**src/rtl/pcie_turnoff_ctrl.sv**
```systemverilog
// pcie_turnoff_ctrl: multi-channel PCIe turn-off controller.
// Per-channel saturating counters track outstanding completions. On
// PME_Turn_Off the FSM raises trn_hold_o, waits for every counter to drain,
// then acknowledges on cfg_turnoff_ok_n_o until the request is released.
// Optional feature macro: PCIE_TURNOFF_TMO_EN (adds a drain timeout).
//
//   state | meaning
//   ------+---------------------------------------------------------
//   IDLE  | normal operation, no turn-off request
//   DRAIN | turn-off requested, hold asserted, waiting for counters
//   ACK   | drained (or timed out), turn-off acknowledged

module pcie_turnoff_ctrl #(
  parameter int G_CH_COUNT = 2,
  parameter int G_PEND_W   = 4,
  parameter int G_TMO_W    = 16,
  parameter logic [G_TMO_W-1:0] G_TMO_VAL = 16'hFFFF
) (
  input  logic                           clk,
  input  logic                           rst,
  input  logic [G_CH_COUNT-1:0]          req_compl_i,
  input  logic [G_CH_COUNT-1:0]          compl_done_i,
  input  logic                           cfg_to_turnoff_n_i,
  output logic                           cfg_turnoff_ok_n_o,
  output logic                           trn_hold_o,
  output logic                           pend_any_o,
  output logic [G_CH_COUNT*G_PEND_W-1:0] pend_cnt_o,
  output logic                           err_ovf_o,
  output logic                           err_unf_o,
  output logic                           tmo_o,
  output logic [1:0]                     state_o
);

  typedef enum logic [1:0] {
    ST_IDLE  = 2'd0,
    ST_DRAIN = 2'd1,
    ST_ACK   = 2'd2
  } state_t;

  state_t                          state_q, state_d;
  logic [G_CH_COUNT*G_PEND_W-1:0]  cnt_q, cnt_d;
  logic [G_PEND_W-1:0]             cur;
  logic                            pend_any_q;
  logic                            ovf_hit, unf_hit;
  logic                            ovf_q, unf_q, tmo_q;
  logic                            tmo_hit;

  // Next value of every pending counter; saturation attempts raise error hits.
  always_comb begin
    cnt_d   = cnt_q;
    cur     = '0;
    ovf_hit = 1'b0;
    unf_hit = 1'b0;
    for (int i = 0; i < G_CH_COUNT; i++) begin
      cur = cnt_q[i*G_PEND_W +: G_PEND_W];
      if (req_compl_i[i] && !compl_done_i[i]) begin
        if (cur == {G_PEND_W{1'b1}}) ovf_hit = 1'b1;
        else cnt_d[i*G_PEND_W +: G_PEND_W] = cur + 1'b1;
      end else if (compl_done_i[i] && !req_compl_i[i]) begin
        if (cur == '0) unf_hit = 1'b1;
        else cnt_d[i*G_PEND_W +: G_PEND_W] = cur - 1'b1;
      end
    end
  end

`ifdef PCIE_TURNOFF_TMO_EN
  logic [G_TMO_W-1:0] tmo_cnt_q;

  assign tmo_hit = (state_q == ST_DRAIN) && pend_any_q && (tmo_cnt_q == G_TMO_VAL);

  // Timeout counter: cleared on DRAIN entry, advances every DRAIN cycle.
  always_ff @(posedge clk) begin
    if (rst) begin
      tmo_cnt_q <= '0;
    end else if (state_q != ST_DRAIN && state_d == ST_DRAIN) begin
      tmo_cnt_q <= '0;
    end else if (state_q == ST_DRAIN) begin
      tmo_cnt_q <= tmo_cnt_q + 1'b1;
    end
  end
`else
  // Without the timeout the drain waits indefinitely; the parameters stay
  // in the port list so both builds share one instantiation.
  logic [G_TMO_W-1:0] tmo_val_unused;
  assign tmo_val_unused = G_TMO_VAL;
  assign tmo_hit        = 1'b0;
`endif

  // Next-state logic; withdrawal of the request always wins.
  always_comb begin
    state_d = state_q;
    case (state_q)
      ST_IDLE: begin
        if (!cfg_to_turnoff_n_i) state_d = ST_DRAIN;
      end
      ST_DRAIN: begin
        if (cfg_to_turnoff_n_i)  state_d = ST_IDLE;
        else if (!pend_any_q)    state_d = ST_ACK;
        else if (tmo_hit)        state_d = ST_ACK;
      end
      ST_ACK: begin
        if (cfg_to_turnoff_n_i)  state_d = ST_IDLE;
      end
      default: state_d = ST_IDLE;
    endcase
  end

  // State, counters and sticky flags.
  always_ff @(posedge clk) begin
    if (rst) begin
      state_q    <= ST_IDLE;
      cnt_q      <= '0;
      pend_any_q <= 1'b0;
      ovf_q      <= 1'b0;
      unf_q      <= 1'b0;
      tmo_q      <= 1'b0;
    end else begin
      state_q    <= state_d;
      cnt_q      <= cnt_d;
      pend_any_q <= |cnt_d;
      if (ovf_hit) ovf_q <= 1'b1;
      if (unf_hit) unf_q <= 1'b1;
      if (tmo_hit && !cfg_to_turnoff_n_i) tmo_q <= 1'b1;
    end
  end

  assign cfg_turnoff_ok_n_o = (state_q != ST_ACK);
  assign trn_hold_o         = (state_q == ST_DRAIN) || (state_q == ST_ACK);
  assign pend_any_o         = pend_any_q;
  assign pend_cnt_o         = cnt_q;
  assign err_ovf_o          = ovf_q;
  assign err_unf_o          = unf_q;
  assign tmo_o              = tmo_q;
  assign state_o            = state_q;

endmodule

```
**config.mk**
```make
export PLATFORM = sky130hd
export DESIGN_NAME = pcie_turnoff_ctrl
export DESIGN_NICKNAME = d
export VERILOG_FILES = /design/src/rtl/pcie_turnoff_ctrl.sv
export SDC_FILE = /design/constraint.sdc
export NUM_CORES = 1
export LEC_CHECK = 0
export CAP_MARGIN = 40
export CORE_UTILIZATION = 48
export DETAILED_ROUTE_END_ITERATION = 10
export PLACE_DENSITY = 0.75
export SKIP_LAST_GASP = 1
export SLEW_MARGIN = 40
export SYNTH_ARGS = -nofsm -noshare
export SYNTH_HDL_FRONTEND = slang
export SYNTH_SLANG_ARGS = --single-unit
```
**constraint.sdc**
```tcl
create_clock -name clk -period 2.2 [get_ports clk]
set_input_delay 0.33 -clock clk [delete_from_list [all_inputs] [get_ports clk]]
set_output_delay 0.33 -clock clk [all_outputs]
set_load 0.005 [all_outputs]
```
Word-level counts from Yosys, hierarchy flattened
Cells that the tools add are included.

Add/subtract/negate cells: 4. Multipliers: 0. Div/mod/pow operators: 0. $lt $le $gt $ge: 0. Equality and inequality tests: 8. Shift-type cells: 0. Multiplexer cells: 23. Bitwise operators: 0. Reduce and logical (&&, ||, !) cells: 14.

Operator list (count): 4-bit two-way mux (8); 1-bit two-way mux (10); 4-bit by 1-bit adder with 4-bit output, second input constant (2); 4-bit equality test, second input constant (2); 4-bit logical NOT (2); 2-bit two-way mux (4); 8-bit OR reduction (1); 4-bit by 1-bit subtractor with 4-bit output, second input constant (2); 2-bit inequality test, second input constant (3); 2-bit one-hot mux with 3 select lines (1); 1-bit logical AND (4); 1-bit logical NOT (4); 3-bit inequality test, second input constant (1); 3-bit AND reduction (1); 2-bit by 1-bit equality test with 1-bit output, second input constant (1); 2-bit equality test, second input constant (1); 2-bit logical NOT (1); 1-bit logical OR (1).

Flip-flop bits (word level): 13. Bits in latches: 0. Bits in writable memories: 0. Memory bits (read-only): 0. Input bits: 7. Output and inout port bits: 16. Memories: 0.

Longest topological paths before layout
Gate-level depths: netlist (run 1).

Depth after elaboration: 7. Mapped depth: 7. Mapped depth without buffers: 7.

Least setup slack after synthesis (run 1)
Ideal clock, no wire load.

Kind: reg2reg. Start point: register cnt_q[0] (netlist: pend_cnt_o[0]). End point: register pend_any_q (netlist: pend_any_o). Setup time: 0.139 ns. Arrival: 1.655 ns. Required time: 2.061 ns. Path slack: 0.405 ns. Cell stages (with the launch flop): 8. Buffers on the path: 0. Period minus slack after synthesis: 1.795 ns. Cells stage by stage: dfxtp_1 > inv_1 > ha_1 > nor3b_4 > nor2_2 > or4_1 > a31oi_1 > a41oi_1.

Word-level cells in the longest chain between the ends: 5. Elaborated cells between the ends (all ways): 9. Those cells by class: add/sub: 2; eq/ne: 1; mux: 4; reduce/logical: 2.

Ends and longest elaborated chain: start: declaration (RTL line 41) `logic [G_CH_COUNT*G_PEND_W-1:0] cnt_q, cnt_d;`; start signal: assignment (RTL line 119) `cnt_q <= cnt_d;`; 4-bit by 1-bit subtractor with 4-bit output or 4-bit logical NOT (tied branches) (RTL line 61, 60); 4-bit two-way mux (RTL line 60) `if (cur == '0) unf_hit = 1'b1;`; 4-bit two-way mux (RTL line 59) `end else if (compl_done_i[i] && !req_compl_i[i]) begin`; 4-bit two-way mux (*) (RTL line 56) `if (req_compl_i[i] && !compl_done_i[i]) begin`; 8-bit OR reduction (*) (RTL line 120) `pend_any_q <= |cnt_d;`; end signal: assignment (RTL line 120); end: declaration (RTL line 43) `logic pend_any_q;`.

Mark *: on every way between the ends. The rest lies on a longest branch, timed or not. A chain may end at the register's enable or synchronous reset.

Worst setup path after layout (run 1)
Ends and elaborated chain as after synthesis.

==> flow_metrics.tcl, run 1 <==
set metrics [dict create \
    status "completed" \
    finalHoldViolCount 0 \
    min_period_over_period_pct 88.5 \
    synth_cells 118 \
    die_area_um2 2130 \
    wl_mm 1.97 \
    hold_end "err_ovf_o$_SDFFE_PP0P_" \
    clk_pin_slew_ns 0.08 \
    fin_crit_ns 1.95 \
    cts_sinks 13 \
    die_height_um 46.1 \
    vias 900 \
    pre_cts_slack_ns 0.117 \
    design_power_total_mw 0.733 \
    cp_max_fo 8 \
    drt-initial-drc-count 16 \
    clock_latency_ns 0.27 \
    globalplace.congestion 0.840 \
    cts_buffers 3 \
    hp-start "err_ovf_o$_SDFFE_PP0P_" \
    ff2ff_setup_slack_ns 0.25 \
    synth-edff-count 0 \
    r2r_start "pend_cnt_o[0]$_SDFF_PP0_" \
    top_layer "met4" \
    r2r-end "pend_any_o$_SDFF_PP0_" \
    cp.arrival_ns 2.09 \
    synth_area_leaders "dfxtp_1, ha_1, nor2_1, inv_1, nand2b_1" \
    rsz0062_at_grt "false" \
    crit_type "reg2reg" \
    num-fill-cells 166 \
    whs_ns 0.488 \
    ys_seq_elements 13 \
    netlist.area_leader.share_pct 27.8 \
    cts_setup_buffers 0 \
    finalMaxSlewViolations 0 \
    diodes 0 \
    fmax_ghz 0.513 \
    ys.flop_type "dfxtp_1" \
    grt.total_usage_pct 21.6 \
    post-route-drc-count 0 \
    grt_pass1_vias 782 \
    final_common_cell "clkdlybuf4s50_1" \
    r2r_cells 7 \
    htree_levels 1 \
    multi_input_area_um2 607 \
    p_per_area_nw_per_um2 625 \
    area_growth_syn_to_layout_pct 25.6 \
    yosysWarnings 0 \
    clock_path_buffers 2 \
    wl_per_cell_um 12.1 \
    detailed_place_hpwl_mm 1.53 \
    holdCritPathClass "reg2reg" \
    cts_tree "yes" \
    drv_cap 0 \
    die_x_um 46.1 \
    setup_ws_ns 0.252 \
    worst_setup_path_start_kind "flip-flop" \
    layout_common_cells "clkdlybuf4s50_1, dfxtp_1, nor2_1, inv_1" \
    antenna_left 0 \
    coreArea_um2 1780 \
    synth_cell_type_count 40 \
    avgViaCountPerCell 5.52 \
    cts_root_buf "clkbuf_4" \
    seq_area_frac_synth_pct 27.8 \
    met3RoutedLength_um 59 \
    setup_tns_ns 0 \
    final_net_count 153 \
    drt-pass1-iter-count 4 \
    syn_area_um2 935 \
    wl_met2_um 997 \
    antenna_found_initial 0 \
    io_pins 23 \
    drive_gt1_share_pct 4.35 \
    met1Wirelength_um 897 \
    syn_area_per_cell_um2 7.92 \
    hold_buffers 0 \
    syn_nets 132 \
    crit_required_ns 2.34 \
    finalSetupViolCount 0 \
    finalCoreUtilization_pct 65.8 \
    grt_start_max_net_pins 14 \
    finalClockSkew_ns 0.000958 \
    grt_pass1_wl_mm 3.28 \
    grt-ovfl-total 0 \
    ir_worst_vdd_v 0.000442 \
    leakage_nw 0.438 \
    fp-row-count 15 \
    portBuffers 21 \
    critPathCaptureType "flip-flop" \
    post-synth-top-area-cell "dfxtp_1" \
    async_flop_share_pct 0 \
    seqCellArea_um2 260 \
    min_delay_path_depth 2 \
    start_util_pct 52.4 \
    post_cts_resized 0 \
]
cell families after synthesis:
| group | count (synthesis) | synth area share (%) |
|---|---|---|
| AOI/OAI and AO/OA | 29 | 20.3 |
| xor gates and xnor gates | 3 | 2.81 |
| adders and majority gates | 7 | 9.37 |
| buffers and inverters | 15 | 7.23 |
| DFF | 13 | 27.8 |
| muxes | 3 | 3.21 |
| other | 1 | 0.401 |
| and+or+nand+nor | 47 | 28.8 |
critical path: stages (launching register included):
cell and delay, ns:
dfxtp_1 0.39, inv_1 0.12, ha_1 0.23, nor3b_4 0.25, nor2_2 0.07, or4_1 0.46
a31oi_1 0.17, a41oi_1 0.12
worst max path at each step:
| stage | depth (start not counted) | slack [ns] | startpoint | end |
|---|---|---|---|---|
| 2_1_floorplan | 7 | 0.41 | pend_cnt_o[0]$_SDFF_PP0_ | pend_any_o$_SDFF_PP0_ |
| 3_3_place_gp | 6 | 0.16 | req_compl_i[0] | pend_any_o$_SDFF_PP0_ |
| 3_5_place_dp | 6 | 0.12 | req_compl_i[0] | pend_any_o$_SDFF_PP0_ |
| 4_1_cts | 7 | 0.24 | pend_cnt_o[0]$_SDFF_PP0_ | pend_any_o$_SDFF_PP0_ |
| 5_1_grt | 7 | 0.08 | pend_cnt_o[4]$_SDFF_PP0_ | pend_any_o$_SDFF_PP0_ |
| 6_report | 7 | 0.25 | pend_cnt_o[0]$_SDFF_PP0_ | pend_any_o$_SDFF_PP0_ |
stage by stage:
step | area, um2 | instances
global route | 1170 | 163
global placement | 1150 | 159
floorplan | 935 | 118
finish | 1170 | 163
detailed placement | 1150 | 159
CTS | 1170 | 163
layout make-up:
| class | instances | area share, % |
|---|---|---|
| tap | 25 | 2.67 |
| clock inverter | 1 | 0.426 |
| sequential | 13 | 22.2 |
| inverter | 10 | 3.20 |
| multi-input combinational | 90 | 51.7 |
| clock buffer | 3 | 1.92 |
| timing repair buffer | 21 | 17.9 |
registers in the layout, indices dropped and copies added, names as in the netlist:
register    cells
err_ovf_o       1
err_unf_o       1
pend_any_o      1
pend_cnt_o      8
state_o         2
power by group:
group	switching, mW	internal [mW]
clock network	0.0771	0.0673
logic	0.130	0.156
registers	0.0404	0.262
routing by layer:
layer	global-route usage [%]	up-vias
li1	-	463
met1	26.1	419
met2	37.5	16
met3	3.53	2
met4	8.82	0
met5	0	-
synthesized netlist by cell type (2+ instances only):
cell type  count
a311oi_1       2
nand2b_1       6
nor2_1        12
a211oi_1       2
clkbuf_1       3
nor2b_1        5
o21ai_0        7
mux2i_1        3
nand3b_1       2
nand2_1        3
xnor2_1        2
nor3_1         4
inv_1         10
a21oi_1        6
nand3_1        6
a31oi_1        2
dfxtp_1       13
ha_1           7
o22ai_1        2
(Power assumes the default switching activity.)
==> run 2, diff against run 1 <==
Settings changed: TNS_END_PERCENT set to 10.
==> results of run 2 <==
Same layout as run 1: the final DEF is identical, and so are final timing and power.
==> run 3, diff against run 2 <==
Settings changed: SETUP_SLACK_MARGIN set to 0.15.
Clock period 2.2 ns to 1.8 ns, I/O delays scaled along.
==> run 3 against run 2 <==
Against the previous run: first-iteration DRC count rose by 110%; clock power rose by 27%; non-clock buffer count rose by 19; worst setup slack got worse by 0.16 ns; sequential power rose by 24%; design area rose by 16%; critical path type is now reg2out.
==> flow_metrics.tcl, run 3 (synthesis gave the netlist of run 1 again) <==
set metrics [dict create \
    portBuffers 21 \
    finalNonFillerCells 182 \
    met3RoutedLength_um 77 \
    crit_required_ns 1.53 \
    io_pins 23 \
    clock_power_share_pct 18.2 \
    die_x_um 46.1 \
    finalHoldViolCount 0 \
    path_cells "inv_1 > ha_1 > inv_1 > clkdlybuf4s50_1" \
    fmax_ghz 0.584 \
    rsz0062_at_grt "true" \
    clock_path_buffers 2 \
    die_area_um2 2130 \
    cts_root_buf "clkbuf_4" \
    layout_common_cells "clkdlybuf4s50_1, buf_4, nor2_1, inv_1" \
    finalSetupViolCount 0 \
    cts_tree "yes" \
    detailed_place_hpwl_mm 1.79 \
    drive_gt1_share_pct 23.6 \
    final_net_count 172 \
    antenna_left 0 \
    critPathBufInv 3 \
    fp-row-count 15 \
    placed_cell_area_um2 1270 \
    combPwrFrac_pct 44.5 \
    grt_pass1_vias 872 \
    top_layer "met4" \
    holdCritPathClass "reg2reg" \
    leakage_nw 0.534 \
    drt-initial-drc-count 33 \
    critPathCaptureType "primary output" \
    p_switching_mw 0.335 \
    finalMaxSlewViolations 0 \
    crit_type "reg2out" \
    grt_start_max_net_pins 13 \
    diodes 0 \
    cp_max_fo 4 \
    wl_met2_mm 1.19 \
    htree_levels 1 \
    status "completed" \
    cts_buffers 3 \
    setup_tns_ns 0 \
    avgViaCountPerCell 5.45 \
    grt_pass1_wl_mm 3.74 \
    worst_setup_path_start_kind "flip-flop" \
    max_stage_delay_ns 0.48 \
    post-route-drc-count 0 \
    globalplace.congestion 0.836 \
    start_util_pct 52.4 \
    crit_top_cell "inv_1" \
    slowest_stage "clkdlybuf4s50_1" \
    p_per_area_nw_per_um2 738 \
    ir_worst_vdd_v 0.000548 \
    die_height_um 46.1 \
    p_sw_share_pct 33.4 \
    area_growth_syn_to_layout_pct 45.1 \
    clk_pin_slew_ns 0.08 \
    antenna_found_initial 0 \
    cp.arrival_ns 1.44 \
    wl_mm 2.35 \
    coreArea_um2 1780 \
    vias 992 \
    finalClockSkew_ns 0.00209 \
    drv_cap 0 \
    wl_per_cell_um 12.9 \
    design_area_um2 1360 \
    dp.cells 173 \
    clock_latency_ns 0.27 \
    fin_crit_ns 1.71 \
    final_common_cell "clkdlybuf4s50_1" \
    drt-pass1-iter-count 4 \
    power.share.sequential_pct 37.2 \
    cts_sinks 13 \
    power.internal_mw 0.667 \
    met1Wirelength_mm 1.06 \
    min_period_over_period_pct 95.1 \
    largest_register_ffs 8 \
    grt-ovfl-total 0 \
    grt.total_usage_pct 24.7 \
    crit_family "buffers and inverters" \
]
run 3: changes by cell type in the layout (fill, tap and decap cells not counted), moves of 2 or more:
cell     delta
dfxtp_2     +4
ha_2        +2
buf_4      +19
dfxtp_4     +2
ha_1        -3
dfxtp_1     -6
inv_1       -2
run 3: worst register-to-register path: cells and delay by family, from the launching register on:
kind	cells	cell delay, ns
fa+ha+maj	1	0.26
flops	1	0.39
buf+inv	1	0.09
compound gates	4	0.83
run 3: worst paths after layout:
kind | start | end | slack [ns] | depth (start not counted)
worst max-delay path | state_o[0]$_SDFFE_PP0P_ | cfg_turnoff_ok_n_o | 0.09 | 4
worst min-delay path | err_ovf_o$_SDFFE_PP0P_ | err_ovf_o$_SDFFE_PP0P_ | 0.47 | 2
worst max register to register | pend_cnt_o[4]$_SDFF_PP0_ | pend_any_o$_SDFF_PP0_ | 0.10 | 6
worst min register to register | err_ovf_o$_SDFFE_PP0P_ | err_ovf_o$_SDFFE_PP0P_ | 0.47 | 2
run 3: through the flow:
step | hold WS [ns] | power, mW | util, % | worst slack (ns)
detailed placement | 0.467 | 0.779 | 71.3 | -0.0671
finish | 0.473 | 1.00 | 76.1 | 0.0880
floorplan | 0.342 | 0.602 | - | 0.150
global placement | 0.454 | 0.765 | 71.3 | -0.00988
global route | 0.517 | 1.07 | 76.1 | -0.0161
CTS | 0.481 | 0.988 | 75.4 | 0.0712
run 3: repair_timing:
action                     4_1_cts  5_1_grt
setup endpoints to repair        5        7
hold buffers                     0        0
gates resized for setup         10        1
setup buffers                    4        1
pin swaps                        1        2
run 3: routing by layer:
layer  track usage, %  vias up
met4             10.6        0
met2             42.0       21
met3             5.10        4
met5                0        -
met1             29.8      469
li1                 -      498
run 3: final cells by class:
| class | instances | area (um2) |
|---|---|---|
| flip-flops and latches | 13 | 273 |
| multi-input cells | 90 | 634 |
| repair buffers | 40 | 352 |
| fillers | 137 | 427 |
| clock buffers | 4 | 26.3 |
| inverters | 10 | 40.0 |
| well taps | 25 | 31.3 |
run 3: power by group through the flow:
stage / logic (mW) / registers, mW / clock network [mW]
final: 0.446 / 0.373 / 0.183
after global routing: 0.492 / 0.379 / 0.201
after detailed placement: 0.398 / 0.381 / 0
after CTS: 0.430 / 0.372 / 0.186
after floorplan: 0.235 / 0.366 / 0
after global placement: 0.386 / 0.379 / 0
